**src/rtl/fifo_pkg.sv**
```systemverilog
// rtl/fifo_pkg.sv - shared defaults and capacity helper for the synchronous FIFO
package fifo_pkg;

    localparam int FIFO_WIDTH = 32;
    localparam int FIFO_DEPTH = 4;

    // Total words held: 2^depth in storage plus the one-word output register.
    function automatic int fifo_capacity(input int depth);
        return (1 << depth) + 1;
    endfunction

endpackage

```
**src/rtl/SyncMem.sv**
```systemverilog
// rtl/SyncMem.sv - simple dual-port memory with synchronous write and registered read
module SyncMem
    import fifo_pkg::*;
#(
    parameter int WIDTH = FIFO_WIDTH,
    parameter int DEPTH = FIFO_DEPTH
) (
    input  logic             CLK,
    input  logic             WEN,
    input  logic [DEPTH-1:0] WADDR,
    input  logic [WIDTH-1:0] DIN,
    input  logic             REN,
    input  logic [DEPTH-1:0] RADDR,
    output logic [WIDTH-1:0] DOUT
);

    logic [WIDTH-1:0] mem [2**DEPTH];

    // DOUT is deliberately not reset; it only updates on a read.
    always_ff @(posedge CLK) begin
        if (WEN) begin
            mem[WADDR] <= DIN;
        end
        if (REN) begin
            DOUT <= mem[RADDR];
        end
    end

endmodule

```
**src/rtl/sync_fifo.sv**
```systemverilog
// rtl/sync_fifo.sv - valid/ready FIFO whose memory read register doubles as the output stage
module sync_fifo
    import fifo_pkg::*;
#(
    parameter int WIDTH = FIFO_WIDTH,
    parameter int DEPTH = FIFO_DEPTH
) (
    input  logic             CLK,
    input  logic             RESETn,
    input  logic             IN_VALID,
    output logic             IN_READY,
    input  logic [WIDTH-1:0] IN_DATA,
    output logic             OUT_VALID,
    input  logic             OUT_READY,
    output logic [WIDTH-1:0] OUT_DATA,
    output logic [DEPTH:0]   COUNT
);

    localparam int             MEM_WORDS = fifo_capacity(DEPTH) - 1;
    localparam logic [DEPTH:0] MEM_FULL  = (DEPTH+1)'(MEM_WORDS);
    localparam logic [DEPTH-1:0] PTR_ONE = DEPTH'(1);
    localparam logic [DEPTH:0] CNT_ONE   = (DEPTH+1)'(1);

    logic [DEPTH-1:0] wr_ptr;
    logic [DEPTH-1:0] rd_ptr;
    logic [DEPTH:0]   mem_count;
    logic             enable;
    logic             out_valid;
    logic             push;
    logic             ren;
    logic             pop;

    assign IN_READY = enable && (mem_count < MEM_FULL);
    assign push     = IN_VALID && IN_READY;
    assign pop      = out_valid && OUT_READY;
    // Only committed slots are read, so a read never races the slot being written.
    assign ren      = (mem_count != '0) && (!out_valid || OUT_READY);

    always_ff @(posedge CLK or negedge RESETn) begin
        if (!RESETn) begin
            wr_ptr    <= '0;
            rd_ptr    <= '0;
            mem_count <= '0;
            enable    <= 1'b0;
            out_valid <= 1'b0;
        end else begin
            enable <= 1'b1;
            if (push) begin
                wr_ptr <= wr_ptr + PTR_ONE;
            end
            if (ren) begin
                rd_ptr <= rd_ptr + PTR_ONE;
            end
            if (push && !ren) begin
                mem_count <= mem_count + CNT_ONE;
            end else if (!push && ren) begin
                mem_count <= mem_count - CNT_ONE;
            end
            if (ren) begin
                out_valid <= 1'b1;
            end else if (pop) begin
                out_valid <= 1'b0;
            end
        end
    end

    assign OUT_VALID = out_valid;
    assign COUNT     = mem_count + {{DEPTH{1'b0}}, out_valid};

    SyncMem #(
        .WIDTH(WIDTH),
        .DEPTH(DEPTH)
    ) u_mem (
        .CLK   (CLK),
        .WEN   (push),
        .WADDR (wr_ptr),
        .DIN   (IN_DATA),
        .REN   (ren),
        .RADDR (rd_ptr),
        .DOUT  (OUT_DATA)
    );

endmodule

```
**config.mk**
```make
export PLATFORM = sky130hd
export DESIGN_NAME = sync_fifo
export DESIGN_NICKNAME = d
export VERILOG_FILES = /design/src/rtl/fifo_pkg.sv /design/src/rtl/SyncMem.sv /design/src/rtl/sync_fifo.sv
export SDC_FILE = /design/constraint.sdc
export NUM_CORES = 1
export LEC_CHECK = 0
export CAP_MARGIN = 0
export CORE_ASPECT_RATIO = 0.6
export CORE_MARGIN = 2
export CORE_UTILIZATION = 40
export CTS_BUF_LIST = sky130_fd_sc_hd__clkbuf_8
export DETAILED_ROUTE_END_ITERATION = 8
export GPL_ROUTABILITY_DRIVEN = 0
export PLACE_DENSITY_LB_ADDON = 0.08
export SYNTH_ARGS = -nofsm -noshare
export SYNTH_HDL_FRONTEND = slang
export SYNTH_SLANG_ARGS = --single-unit
```
**constraint.sdc**
```tcl
create_clock -name CLK -period 4.72 [get_ports CLK]
set_clock_uncertainty 0.2 [all_clocks]
set_input_delay 0.944 -clock CLK [delete_from_list [all_inputs] [get_ports CLK]]
set_output_delay 0.944 -clock CLK [all_outputs]
set_load 0.005 [all_outputs]
```
## After elaboration in Yosys (flattened, before gate mapping)

Memory sizes are Yosys's and may differ from the RTL's. A register that Yosys moved wholly into a read port is not among the register bits.
Index checks and enable logic that the tools add are counted.

| operators by class | value |
|---|---|
| reduce and logical (&&, ||, !) cells | 13 |
| mux-type cells | 6 |
| magnitude comparators | 1 |
| add/sub/neg operators | 5 |

Operators by type and width:

| operator | number |
|---|---|
| $mux W5 | 2 |
| $add A4 B1 Y4 const B | 2 |
| $logic_and A1 B1 Y1 | 6 |
| $add A5 B1 Y5 | 1 |
| $add A5 B1 Y5 const B | 1 |
| $lt A5 B5 Y1 const B | 1 |
| $reduce_bool A5 Y1 | 1 |
| $sub A5 B1 Y5 const B | 1 |
| $mux W1 | 4 |
| $reduce_bool A2 Y1 | 2 |
| $logic_not A1 Y1 | 3 |
| $logic_or A1 B1 Y1 | 1 |

| storage, ports and cells | value |
|---|---|
| logic and storage cells | 31 |
| memory bits (writable) | 512 |
| memories kept | 1 |
| register bits after elaboration | 15 |

Memories:

| memory | words | width | read ports | clocked after memory_dff | wr ports | line | RTL |
|---|---|---|---|---|---|---|---|
| u_mem.mem | 16 | 32 | 1 | 1 | 1 | SyncMem.sv:17 | `logic [WIDTH-1:0] mem [2**DEPTH];` |

## Longest topological paths before layout

| logic depth | value |
|---|---|
| depth in word-level cells | 7 |
| depth in mapped cells | 10 |
| mapped depth without buffers | 9 |

## Hierarchy

From an unflattened synthesis, not the netlist that was laid out.

| unflattened totals | value |
|---|---|
| cells, all modules | 908 |
| area total of the unflattened synthesis | 20985.1 µm² |

By module, submodules not included:

| module | area an instance (µm²) | times used | cells each |
|---|---|---|---|
| SyncMem | 20174.3 | 1 | 838 |
| sync_fifo | 810.8 | 1 | 70 |

## Least setup slack after synthesis

No wires, ideal clock.

| timing path | value |
|---|---|
| path kind | input-to-reg |
| start | input port IN_VALID |
| end | memory u_mem.mem[3][0] (netlist name), enable pin |
| cell stages on the path | 4 |
| setup slack | 0.498 ns |
| library setup time | 0.461 ns |
| required time | 4.059 ns |
| data arrival time | 3.561 ns |
| cell sequence | and2_1 > buf_2 > nand2_1 > nor3_1 |

| on the way | value |
|---|---|
| word-level cells in the longest chain between the ends | 3 |

RTL lines:

| what | line | RTL |
|---|---|---|
| start, declared | sync_fifo.sv:10 | `input logic IN_VALID,` |
| $logic_and A1 B1 Y1 | sync_fifo.sv:34 | `assign push = IN_VALID && IN_READY;` |
| net push | sync_fifo.sv:29 | `logic push;` |
| $mux W1 | SyncMem.sv:21 | `if (WEN) begin` |
| $mux W1 (not written as such) | SyncMem.sv:22 | `mem[WADDR] <= DIN;` |
| end, declared | SyncMem.sv:17 |  |

The timed path passes the listed nets, and every way through them passes these cells.

## Worst setup path after layout

| timing path | value |
|---|---|
| start | register mem_count[0] |
| end | output port COUNT[4] |

| on the way | value |
|---|---|
| word-level cells in the longest chain between the ends | 1 |

RTL lines:

| what | line | RTL |
|---|---|---|
| start, declared | sync_fifo.sv:26 | `logic [DEPTH:0] mem_count;` |
| start signal, assigned | sync_fifo.sv:55 | `mem_count <= mem_count + CNT_ONE;` |
| start signal, assigned | sync_fifo.sv:57 | `mem_count <= mem_count - CNT_ONE;` |
| $add A5 B1 Y5 | sync_fifo.sv:68 | `assign COUNT = mem_count + {{DEPTH{1'b0}}, out_valid};` |
| end, declared | sync_fifo.sv:16 | `output logic [DEPTH:0] COUNT` |

Every way passes these cells.

==> flow_summary.toml <==
[timing]
fmax_mhz = 286
min_period_over_period_pct = 74.1
hold_viol = 0
rsz0062_at_grt = "false"
worstMarginPinSlew_ns = 1.14
drv_slew = 0
maxSlewHeadroom_pct = 24.0
finalSetupTns_ns = 0
setup_viol = 0
post-route-min-period_ns = 3.50

[drt]
wl_per_cell_um = 25.3
drcViolationCount = 0
vias = 10400
drt-total-wl_mm = 49.4
drt_iter0_drc = 868
via_per_inst = 5.33
drt_pre_antenna_iters = 5
ant_nets = 0

[yosys]
synth_edf_count = 544
syn_area_um2 = 21500
synth_cell_type_count = 32
synth_fp_nets = 1101
synth_warnings = 0
synthArstFlopShare_pct = 2.68
syn_inst = 1053
syn_area_per_cell_um2 = 20.4
synth_flop_cell = "edfxtp_1"
ys_seq_area_share_pct = 77.8
synth-seq-cells = 559

[global_routing]
grt_overflow = 0
antenna_found_initial = 1
grt_pass1_wl_mm = 73.0
grt_use_total_pct = 18.1
grt_pass1_vias = 10800
grt_max_degree = 82

[clock_network]
cts_hold_buf = 0
cts_tree = "done"
root_buffer = "clkbuf_8"
clockBufferDepth = 3
cts_buffers = 82
worstSkewPairLatency_ns = 0.62
clkTransAtPathRegs_ns = 0.06
numClockSinks = 559
cts_setup_buffers = 0
ctsResizeCount = 0
cts-htree-levels = 3

[hold_path]
min_from = "mem_count[4]$_DFFE_PN0P_"
hold_path_class = "reg -> reg"
min_to = "mem_count[4]$_DFFE_PN0P_"
worstHoldPathCells = 1

[floorplan]
initial_utilization_pct = 40.7
io-pin-count = 75
core_um2 = 52800
row_count = 65
die_w_um = 303
die-area_um2 = 55600
dieHeight_um = 183

[setup_path]
r2r_start = "rd_ptr[2]$_DFFE_PN0P_"
crit_path_max_incr_delay_ns = 0.54
cp_common_cell = "ha_1"
crit_arrival_ns = 2.35
critPathLaunchType = "flop"
worst_r2r_path_depth = 6
path_cells = "ha_1, ha_1, nand3_1, xnor2_1, clkdlybuf4s50_1"
crit_path_end_kind = "primary output"
r2r-end = "u_mem.DOUT[10]$_DFFE_PP_"
worstPathRequired_ns = 3.58
path_class = "reg -> out"
regToRegSetupSlack_ns = 1.61
cp_slowest_cell = "dfrtp_1"
crit_fanout = 6

[power]
power.density_nw_per_um2 = 555
leakagePower_nw = 8.20
ir_drop_uv = 340
power_mw = 13.7

[placed_design]
hpwl_mm = 28.3
portBuffers = 74

[final_layout]
fillers = 4437
antennaDiodeCount = 0
final_nets = 1234
area_growth_pct = 15.0
drive_gt1_share_pct = 17.6

[run_status]
status = "finished, final reports clean"

[run]
cap_violations = 0
-- layout make-up --
type                    count  area (um^2)  share of cell area (%)
flip-flops and latches    559        16700                    67.7
well taps                 703          880                    3.56
clock inverters            61          343                    1.39
repair buffers            106         1120                    4.53
multi-input cells         432         4490                    18.2
clock buffers              83         1140                    4.62
inverters                   5         18.8                  0.0759
-- cells in the final DEF, fill, tap and decap left out, types with 2 or more instances in the layout --
cell / count
a21o_1: 2
a21oi_1: 2
a221oi_1: 64
a22oi_1: 32
buf_12: 11
buf_4: 21
bufinv_16: 3
clkbuf_8: 83
clkdlybuf4s50_1: 74
clkinv_1: 15
clkinv_2: 8
clkinvlp_4: 2
dfrtp_1: 12
dfrtp_4: 2
edfxtp_1: 544
ha_1: 11
inv_1: 34
inv_6: 2
mux2i_1: 129
mux4_1: 2
mux4_2: 62
nand2_1: 45
nand2b_1: 3
nand3_1: 2
nor2_1: 3
nor2_4: 12
nor3_2: 4
o21ai_0: 35
xnor2_1: 11
xor2_1: 2
-- state kept, by name (all words and copies together), names as in the netlist --
register and count:
OUT_VALID 1, enable 1, mem_count 5, rd_ptr 4, u_mem.DOUT 32, u_mem.mem 512, wr_ptr 4
-- logic make-up after synthesis --
| logic type | synth area share (%) |
|---|---|
| AO/OA/AOI/OAI | 4.74 |
| XOR/XNOR | 0.530 |
| adder cells (fa/ha/maj) | 0.734 |
| buffers and inverters | 1.85 |
| flip-flops | 77.8 |
| multiplexers | 12.8 |
| other | 0.0175 |
| AND/OR/NAND/NOR | 1.52 |
-- routing by layer --
layer / global-route usage [%] / routed length (um) / vias up
li1: - / - / 4627
met1: 28.1 / 24500 / 5449
met2: 26.1 / 21600 / 231
met3: 3.23 / 2100 / 88
met4: 5.34 / 1160 / 0
met5: 0 / 0 / -
-- per-stage QoR --
step                instance area (um^2)  utilization (%)  hold slack, ns  instances  setup slack [ns]
floorplan                          21500                -           0.306       1053             0.498
global placement                   23200             44.0           0.352       1805              1.02
detailed placement                 23200             44.0           0.350       1805              1.04
CTS                                24700             46.8           0.359       1949              1.15
global route                       24700             46.8           0.396       1949              1.02
finish                             24700             46.8           0.347       1949              1.22
-- where the power goes --
group | internal, mW | leakage [nW] | switching [mW] | total, mW
clock network | 1.81 | 0.869 | 1.83 | 3.63
logic | 1.73 | 2.24 | 2.19 | 3.92
registers | 5.89 | 5.09 | 0.267 | 6.16
-- worst max-delay path: cells and delay by family, from the launching register on --
kind	cells	cell delay [ns]
AND/OR/NAND/NOR	1	0.10
XOR/XNOR	1	0.15
buffers and inverters	1	0.51
adder cells (fa/ha/maj)	2	0.42
flip-flops	1	0.54
-- how the worst max path moves through the flow --
stage / slack [ns] / to / start
floorplan: 0.50 / u_mem.mem[3][0]$_DFFE_PP_ / IN_VALID
global placement: 1.02 / mem_count[4]$_DFFE_PN0P_ / IN_VALID
detailed placement: 1.04 / u_mem.mem[15][16]$_DFFE_PP_ / IN_VALID
CTS: 1.15 / COUNT[4] / mem_count[0]$_DFFE_PN0P_
global route: 1.02 / COUNT[4] / mem_count[0]$_DFFE_PN0P_
finish: 1.22 / COUNT[4] / mem_count[0]$_DFFE_PN0P_
-- synthesized netlist by cell type, types with 3 or more instances --
library cell / number / area [um^2]
a221oi_1: 64 / 561
a22oi_1: 32 / 240
buf_2: 18 / 90.1
buf_6: 19 / 214
clkbuf_1: 18 / 67.6
dfrtp_1: 15 / 375
edfxtp_1: 544 / 16300
ha_1: 11 / 138
inv_1: 5 / 18.8
mux2i_1: 129 / 1290
mux4_2: 62 / 1400
nand2_1: 45 / 169
nand2b_1: 3 / 18.8
nor2_1: 15 / 56.3
nor3_1: 4 / 20.0
o21ai_0: 35 / 175
xnor2_1: 11 / 96.3
Note: power is estimated with default switching activity, not from simulation.
